`src/rtl/sram_burst_arbiter_if.sv`:
```
// ---------------------------------------------------------------------------
// sram_burst_arbiter_if
// Bundles the three requester channels and the SRAM macro pins that surround
// sram_burst_arbiter.
//   req[2:0]      burst request (0 core read, 1 psum writeback, 2 host)
//   we[2:0]       per-requester direction, 1 = write
//   addrN / lenN  burst base address and beat count minus one, held with req
//   wdataN        write data for the owner's current beat
//   gnt / beat    one-hot first-beat pulse / every-beat strobe
//   rvalid/rdata  one-hot read-return strobe and shared read data
//   busy          arbiter is running a burst
//   sram_*        single-port SRAM pins (cen/wen active-low)
// modport slave  : the arbiter's view
// modport master : requesters plus the SRAM macro
// ---------------------------------------------------------------------------
interface sram_burst_arbiter_if #(
   parameter int ADDR_W = 11,
   parameter int DATA_W = 32
);
   logic [2:0]        req;
   logic [2:0]        we;
   logic [ADDR_W-1:0] addr0, addr1, addr2;
   logic [7:0]        len0, len1, len2;
   logic [DATA_W-1:0] wdata0, wdata1, wdata2;
   logic [2:0]        gnt;
   logic [2:0]        beat;
   logic [2:0]        rvalid;
   logic [DATA_W-1:0] rdata;
   logic              busy;
   logic              sram_cen;
   logic              sram_wen;
   logic [ADDR_W-1:0] sram_a;
   logic [DATA_W-1:0] sram_d;
   logic [DATA_W-1:0] sram_q;

   modport slave (
      input  req, we, addr0, addr1, addr2, len0, len1, len2,
             wdata0, wdata1, wdata2, sram_q,
      output gnt, beat, rvalid, rdata, busy,
             sram_cen, sram_wen, sram_a, sram_d
   );

   modport master (
      output req, we, addr0, addr1, addr2, len0, len1, len2,
             wdata0, wdata1, wdata2, sram_q,
      input  gnt, beat, rvalid, rdata, busy,
             sram_cen, sram_wen, sram_a, sram_d
   );
endinterface

```
`src/rtl/sram_burst_arbiter.sv`:
```
// ---------------------------------------------------------------------------
// sram_burst_arbiter
// Shares one single-port, 1-cycle-read SRAM between the core L0-fill reader,
// the psum writeback path and the host loader. Whole bursts of consecutive
// addresses are granted round-robin, one SRAM access per cycle, and read
// data is steered back to the requester that issued it.
// Ports:
//   clk    clock
//   reset  synchronous, active-high reset
//   bus    sram_burst_arbiter_if.slave (requester channels + SRAM pins)
// ---------------------------------------------------------------------------
module sram_burst_arbiter #(
   parameter int ADDR_W = 11,
   parameter int DATA_W = 32
) (
   input  logic                 clk,
   input  logic                 reset,
   sram_burst_arbiter_if.slave  bus
);

   typedef enum logic {IDLE, BURST} state_e;

   state_e            state_q;
   logic [1:0]        owner_q;
   logic [1:0]        last_owner_q;
   logic [ADDR_W-1:0] base_q;
   logic [7:0]        cnt_q;
   logic [7:0]        blen_q;
   logic              bwe_q;
   logic              rd_pend_q;
   logic [1:0]        rd_owner_q;

   // Round-robin successor over the three requesters (0 -> 1 -> 2 -> 0).
   function automatic logic [1:0] rr_next(input logic [1:0] o);
      return (o == 2'd2) ? 2'd0 : o + 2'd1;
   endfunction

   logic [1:0]        cand0_d, cand1_d;
   logic              pick_valid_d;
   logic [1:0]        pick_d;
   logic [ADDR_W-1:0] sel_addr_d;
   logic [7:0]        sel_len_d;
   logic              sel_we_d;

   // Search order starts just after the last owner, so the last owner is
   // considered last and nobody waits behind more than two other bursts.
   assign cand0_d = rr_next(last_owner_q);
   assign cand1_d = rr_next(cand0_d);

   always_comb begin
      // NOTE: every output of a combinational block gets a default first so
      // no path leaves it unassigned, which would infer a latch.
      pick_valid_d = 1'b1;
      pick_d       = last_owner_q;
      if (bus.req[cand0_d])           pick_d = cand0_d;
      else if (bus.req[cand1_d])      pick_d = cand1_d;
      else if (bus.req[last_owner_q]) pick_d = last_owner_q;
      else                            pick_valid_d = 1'b0;
   end

   always_comb begin
      sel_addr_d = bus.addr0;
      sel_len_d  = bus.len0;
      case (pick_d)
         2'd1: begin
            sel_addr_d = bus.addr1;
            sel_len_d  = bus.len1;
         end
         2'd2: begin
            sel_addr_d = bus.addr2;
            sel_len_d  = bus.len2;
         end
         default: ;
      endcase
      sel_we_d = bus.we[pick_d];
   end

   always_ff @(posedge clk) begin
      // NOTE: state is updated with non-blocking assignments so every
      // register samples the pre-edge values, independent of statement order.
      if (reset) begin
         state_q      <= IDLE;
         owner_q      <= 2'd0;
         last_owner_q <= 2'd2;
         base_q       <= '0;
         cnt_q        <= '0;
         blen_q       <= '0;
         bwe_q        <= 1'b0;
         rd_pend_q    <= 1'b0;
         rd_owner_q   <= 2'd0;
      end else begin
         // A read beat returns data one cycle later; remember who asked.
         rd_pend_q  <= (state_q == BURST) && !bwe_q;
         rd_owner_q <= owner_q;
         case (state_q)
            IDLE: begin
               if (pick_valid_d) begin
                  owner_q <= pick_d;
                  base_q  <= sel_addr_d;
                  blen_q  <= sel_len_d;
                  bwe_q   <= sel_we_d;
                  cnt_q   <= '0;
                  state_q <= BURST;
               end
            end
            BURST: begin
               if (cnt_q == blen_q) begin
                  state_q      <= IDLE;
                  last_owner_q <= owner_q;
               end else begin
                  cnt_q <= cnt_q + 8'd1;
               end
            end
            default: state_q <= IDLE;
         endcase
      end
   end

   // Owner's write data for the current beat.
   logic [DATA_W-1:0] owner_wdata;
   always_comb begin
      case (owner_q)
         2'd1:    owner_wdata = bus.wdata1;
         2'd2:    owner_wdata = bus.wdata2;
         default: owner_wdata = bus.wdata0;
      endcase
   end

   // Outputs are decoded from the burst registers; the address adder wraps
   // silently at 2^ADDR_W.
   always_comb begin
      bus.gnt      = 3'b000;
      bus.beat     = 3'b000;
      bus.busy     = 1'b0;
      bus.sram_cen = 1'b1;
      bus.sram_wen = 1'b1;
      bus.sram_a   = '0;
      bus.sram_d   = '0;
      if (state_q == BURST) begin
         bus.beat     = 3'b001 << owner_q;
         bus.gnt      = (cnt_q == 8'd0) ? (3'b001 << owner_q) : 3'b000;
         bus.busy     = 1'b1;
         bus.sram_cen = 1'b0;
         bus.sram_wen = ~bwe_q;
         bus.sram_a   = base_q + ADDR_W'(cnt_q);
         bus.sram_d   = bwe_q ? owner_wdata : '0;
      end
   end

   assign bus.rvalid = rd_pend_q ? (3'b001 << rd_owner_q) : 3'b000;
   assign bus.rdata  = bus.sram_q;

endmodule

```
`src/flat_wrapper.sv`:
```
// flat-port wrapper written by rule: the top's interface ports become plain ports
module sram_burst_arbiter_flat 
#(
   parameter int ADDR_W = 11,
   parameter int DATA_W = 32
)
  (clk, reset, bus_req, bus_we, bus_addr0, bus_addr1, bus_addr2, bus_len0, bus_len1, bus_len2, bus_wdata0, bus_wdata1, bus_wdata2, bus_sram_q, bus_gnt, bus_beat, bus_rvalid, bus_rdata, bus_busy, bus_sram_cen, bus_sram_wen, bus_sram_a, bus_sram_d);
  sram_burst_arbiter_if #(.ADDR_W(ADDR_W), .DATA_W(DATA_W)) bus_i ();
  input  logic clk;
  input  logic reset;
  input wire logic [$bits(bus_i.req)-1:0] bus_req;
  input wire logic [$bits(bus_i.we)-1:0] bus_we;
  input wire logic [$bits(bus_i.addr0)-1:0] bus_addr0;
  input wire logic [$bits(bus_i.addr1)-1:0] bus_addr1;
  input wire logic [$bits(bus_i.addr2)-1:0] bus_addr2;
  input wire logic [$bits(bus_i.len0)-1:0] bus_len0;
  input wire logic [$bits(bus_i.len1)-1:0] bus_len1;
  input wire logic [$bits(bus_i.len2)-1:0] bus_len2;
  input wire logic [$bits(bus_i.wdata0)-1:0] bus_wdata0;
  input wire logic [$bits(bus_i.wdata1)-1:0] bus_wdata1;
  input wire logic [$bits(bus_i.wdata2)-1:0] bus_wdata2;
  input wire logic [$bits(bus_i.sram_q)-1:0] bus_sram_q;
  output wire logic [$bits(bus_i.gnt)-1:0] bus_gnt;
  output wire logic [$bits(bus_i.beat)-1:0] bus_beat;
  output wire logic [$bits(bus_i.rvalid)-1:0] bus_rvalid;
  output wire logic [$bits(bus_i.rdata)-1:0] bus_rdata;
  output wire logic [$bits(bus_i.busy)-1:0] bus_busy;
  output wire logic [$bits(bus_i.sram_cen)-1:0] bus_sram_cen;
  output wire logic [$bits(bus_i.sram_wen)-1:0] bus_sram_wen;
  output wire logic [$bits(bus_i.sram_a)-1:0] bus_sram_a;
  output wire logic [$bits(bus_i.sram_d)-1:0] bus_sram_d;
  assign bus_i.req = bus_req;
  assign bus_i.we = bus_we;
  assign bus_i.addr0 = bus_addr0;
  assign bus_i.addr1 = bus_addr1;
  assign bus_i.addr2 = bus_addr2;
  assign bus_i.len0 = bus_len0;
  assign bus_i.len1 = bus_len1;
  assign bus_i.len2 = bus_len2;
  assign bus_i.wdata0 = bus_wdata0;
  assign bus_i.wdata1 = bus_wdata1;
  assign bus_i.wdata2 = bus_wdata2;
  assign bus_i.sram_q = bus_sram_q;
  assign bus_gnt = bus_i.gnt;
  assign bus_beat = bus_i.beat;
  assign bus_rvalid = bus_i.rvalid;
  assign bus_rdata = bus_i.rdata;
  assign bus_busy = bus_i.busy;
  assign bus_sram_cen = bus_i.sram_cen;
  assign bus_sram_wen = bus_i.sram_wen;
  assign bus_sram_a = bus_i.sram_a;
  assign bus_sram_d = bus_i.sram_d;
  sram_burst_arbiter #(.ADDR_W(ADDR_W), .DATA_W(DATA_W)) u_core (.clk(clk), .reset(reset), .bus(bus_i));
endmodule
```
`config.mk`:
```
export PLATFORM = sky130hd
export DESIGN_NAME = sram_burst_arbiter_flat
export DESIGN_NICKNAME = d
export VERILOG_FILES = /design/src/rtl/sram_burst_arbiter_if.sv /design/src/rtl/sram_burst_arbiter.sv /design/src/flat_wrapper.sv
export SDC_FILE = /design/constraint.sdc
export NUM_CORES = 1
export LEC_CHECK = 0
export CORE_AREA = 2 2 110 112
export CTS_CLUSTER_DIAMETER = 150
export DETAILED_ROUTE_END_ITERATION = 10
export DIE_AREA = 0 0 112 114
export GPL_TIMING_DRIVEN = 0
export MAX_ROUTING_LAYER = met4
export PLACE_DENSITY = 0.7
export SLEW_MARGIN = 20
export SYNTH_ARGS = -nofsm -noshare
export SYNTH_HDL_FRONTEND = slang
export SYNTH_SLANG_ARGS = --single-unit
```
`constraint.sdc`:
```
create_clock -name clk -period 5.7 [get_ports clk]
set_input_delay 1.14 -clock clk [delete_from_list [all_inputs] [get_ports clk]]
set_output_delay 1.14 -clock clk [all_outputs]
set_load 0.005 [all_outputs]
```
; ---- Word-level counts from Yosys, hierarchy flattened
; Cells that the tools add are included.
[classes]
addsub = 4
order_cmp = 4
eq_ne = 9
n_shift = 2
muxes = 34
n_bitwise = 2
n_reduce_logical = 6
[op_table]
columns = op, count
row1 = $mux 32, 2
row2 = $pmux 32 s2, 1
row3 = $pmux 8 s2, 2
row4 = $pmux 11 s2, 1
row5 = $mux 8, 2
row6 = $lt 2x3->1 const B, 4
row7 = $mux 1, 12
row8 = $mux 3, 4
row9 = $add 11x8->11, 1
row10 = $mux 11, 1
row11 = $add 8x1->8 const B, 1
row12 = $bmux 1 s2, 4
row13 = $eq 2x2->1 const B, 4
row14 = $eq 8x8->1, 1
row15 = $logic_not 8->1, 1
row16 = $mux 2, 4
row17 = $reduce_and 2->1, 3
row18 = $shl 1x2->3 const A, 2
row19 = $add 2x1->2 const B, 2
row20 = $eq 2x1->1 const B, 2
row21 = $ne 2x1->1 const B, 1
row22 = $ne 2x2->1 const B, 1
row23 = $not 1->1, 2
row24 = $pmux 1 s2, 1
row25 = 2 further kinds, 2
[word_totals]
reg_bits = 36
inputBits = 193
out_inout_bits = 87
elab_cells = 70

; ---- Logic depth before layout (Yosys ltp)
[depth]
ltp_word = 10
ltp_mapped = 11
ltp_nobuf = 9

; ---- Least setup slack after synthesis
; Ideal clock, no wire load.
[synth_timing]
kind = flip-flop to output port
start = register u_core.cnt_q[0]
end = output port bus_sram_a[8]
t_arrival_ns = 2.097
t_required_ns = 4.560
slack_ns = 2.463
stages_incl_launch_ff = 8
path_buffers = 0
cell_sequence = dfxtp_1 > ha_1 > fa_1 > a211oi_1 > o21ai_0 > a211oi_1 > nor3_1 > nor3b_1
[synth_between]
elab_chain_cells = 2
[synth_lines]
columns = item, line_no
row1 = start: declaration, sram_burst_arbiter.sv:27  ; logic [7:0] cnt_q;
row2 = start signal: assignment, sram_burst_arbiter.sv:111  ; cnt_q <= cnt_q + 8'd1;
row3 = $add 11x8->11, sram_burst_arbiter.sv:145  ; bus.sram_a = base_q + ADDR_W'(cnt_q);
row4 = $mux 11, sram_burst_arbiter.sv:139  ; if (state_q == BURST) begin
row5 = end: declaration, flat_wrapper.sv:30  ; output wire logic [$bits(bus_i.sram_a)-1:0] bus_sram_a;
; No other way between the ends.

; ---- Final worst setup path
; Same ends and word-level chain as after synthesis.

==> flow_metrics.tcl <==
set metrics [dict create \
    numCtsBuffers 5 \
    layout-area-overhead-vs-synth_pct 81.8 \
    grt_overflow_total 0 \
    clk_pin_slew_ns 0.05 \
    power.total_mw 1.25 \
    cts_setup_buffers 0 \
    finish.cell_count_without_fillers 890 \
    synth_top_family_by_area "compound AO/OA/AOI/OAI gates" \
    synth_edf_count 0 \
    synth.lib_cells_used.distinct 47 \
    dpl.cell_count 880 \
    async_reset_ff_share_pct 0 \
    critical_path_arrival_ns 3.18 \
    place_congestion 0.999 \
    io_pins 280 \
    clock_sink_count 36 \
    grt_first_pass_wirelength_mm 22.3 \
    number_of_endpoints_with_negative_hold_slack_in_the_final_report 0 \
    floorplan.die.width_um 112 \
    first_iter_violations 331 \
    timing.hold.worst.class "reg -> reg" \
    yosysWarningCount 0 \
    placement.io_buffers 246 \
    post_cts_hold_buffer_count 0 \
    postSynthCellCount 487 \
    crit_fanout 8 \
    routed-via-count 4515 \
    finalClockSkew_ns 0.00277 \
    postSynth.topFlopCell "dfxtp_1" \
    worst_ir_drop_vdd_v 0.000115 \
    design.core.area_um2 11700 \
    synth_top_cell_area_share_pct 21.0 \
    postRouteWirelength_mm 14.3 \
    cp_data_required_time_ns 4.56 \
    preCtsSetupSlack_ns 1.70 \
    postLayoutCoreUtil_pct 53.2 \
    cts_root_buffer "clkbuf_16" \
    vias_in_the_first_global_route 4335 \
    sequential_area_share_after_synthesis_pct 21.0 \
    drt_pass1_iterations 4 \
    post_dp_cell_area_um2 6070 \
    drv_slew 0 \
    max-slew-margin-rel_pct 59.8 \
    fin_worst_hold_slack_ns 0.469 \
    power_density_nw_per_um2 201 \
    final-setup-viol-count 0 \
    die_h_um 114 \
    maxClockFrequency_mhz 231 \
    max_slew.worst_pin.slew_ns 0.596 \
    detail_route.drc_violations 0 \
    outcome "complete, no violations" \
    initial_antenna_violation_count 2 \
    synth_fp_nets 696 \
    setup.worst_path.class "reg -> out" \
    yosys_register_bits 36 \
    drtAntennaViolNets 0 \
    synth-compound-area-share_pct 32.1 \
    die_ar_um2 12800 \
    ys_top_cells_by_area "dfxtp_1 21%, a22oi_1 11%, a211oi_1 8.3%" \
    netlist_area_um2 3420 \
    worst_skew_pair.late_latency_ns 0.28 \
    power_leakage_nw 2.30 \
    fill_cells 1130 \
    pin_count_of_the_biggest_net_entering_global_routing 12 \
    starting_density_of_the_core_pct 29.2 \
    synth_top_area_cell "dfxtp_1" \
    grt_use_total_pct 22.1 \
    detailed_placer_s_ending_hpwl_mm 12.1 \
    clock_tree.buffer_depth 2 \
    layout-drive-gt1-share_pct 6.34 \
    placement_rows 40 \
    rsz0062_at_grt "false" \
    cts_tree "done" \
    design_area_um2 6230 \
    post_cts.resized_instances 0 \
    synth_mux_area_share_pct 1.50 \
    synthSimpleGateAreaFrac_pct 22.4 \
    critical_path.endpoint_type "output pin" \
    cts_htree_levels 2 \
    timing.final.crit_share_pct 75.8 \
    synth_adder_area_share_pct 6.07 \
    max_cap_violations 0 \
    final_period_minus_worst_setup_slack_ns 4.32 \
    worstSetupStartpointType "flop" \
    synth.avg_cell_area_um2 7.03 \
    nets 949 \
    final.setup.tns_ns 0 \
    wire_per_inst_um 16.1 \
    post_synth_xor_xnor_area_pct 3.32 \
    avgViaCountPerCell 5.07 \
    setup_ws_ns 1.38 \
]
[final timing paths]
path	from	end	slack (ns)	cells past startpoint
worst min register to register	u_core.blen_q[6]$_SDFFE_PP0P_	u_core.blen_q[6]$_SDFFE_PP0P_	0.47	2
worst max-delay path	u_core.cnt_q[0]$_SDFFE_PP0P_	bus_sram_a[8]	1.38	8
worst min-delay path	u_core.blen_q[6]$_SDFFE_PP0P_	u_core.blen_q[6]$_SDFFE_PP0P_	0.47	2
worst max register to register	u_core.last_owner_q[0]$_SDFFE_PP0P_	u_core.blen_q[4]$_SDFFE_PP0P_	3.15	9
[cell usage after synthesis, drive strengths merged (3+ instances only)]
cell and number:
a311oi 4, and2 6, xnor2 12, ha 15, a22oi 51, nor3b 3, a211oi 38, and3 4
inv 11, nand3 8, nand4 5, buf 42, nor3 11, dfxtp 36, nand2b 3, o21ai 28
clkbuf 29, mux2i 4, nand2 71, nor2 51, a21oi 28
[final cells by class]
class                      instances  area (um2)  area share, %
multi-input combinational        368        2240           36.0
timing repair buffer             246        2460           39.5
antenna                            2        5.00         0.0804
tap                              147         184           2.95
buffer                            72         423           6.79
clock buffer                       7         143           2.29
clock inverter                     1        7.51          0.121
inverter                          11        41.3          0.663
sequential                        36         721           11.6
[critical path: stages (launching register included)]
cell and delay (ns):
dfxtp_1 0.41, ha_1 0.29, fa_1 0.43, a211oi_1 0.34, o21ai_0 0.18, a211oi_1 0.42, nor3_1 0.10, nor3b_1 0.20
clkdlybuf4s50_1 0.53
[layout by cell type (no fill, tap or decap), drive strengths merged, types with 28 or more instances in the layout]
cell           count
nand2             71
buf               42
clkdlybuf4s50    246
clkbuf            36
a22oi             51
a211oi            38
dfxtp             36
o21ai             28
a21oi             28
nor2              51
[layer usage]
layer  global-route usage (%)  vias up  routed length [um]
li1                         -     2247                   -
met5                        -        -                   0
met4                     7.56        0                 435
met1                     24.6     2033                5630
met3                     3.67       27                 966
met2                     40.1      208                7280
[registers in the layout (all words and copies together), names as in the netlist]
name,count
u_core.bwe_q,1
u_core.rd_owner_q,2
u_core.state_q,1
u_core.cnt_q,8
u_core.base_q,11
u_core.owner_q,2
u_core.last_owner_q,2
u_core.rd_pend_q,1
u_core.blen_q,8
[cells by family (layout without fill, tap and decap cells)]
group / count (synthesis) / count (layout)
buffers and inverters: 83 / 337
flip-flops: 36 / 36
AND/OR/NAND/NOR: 171 / 171
other: 0 / 2
multiplexers: 5 / 5
adder cells (fa/ha/maj): 16 / 16
XOR/XNOR: 13 / 13
AO/OA/AOI/OAI: 163 / 163
[where the power goes]
group	switching, mW	internal [mW]	total (mW)
clock	0.0967	0.174	0.270
sequential	0.0345	0.285	0.320
combinational	0.325	0.334	0.659
total	0.456	0.793	1.25
Power figures use the tool's default switching activity.
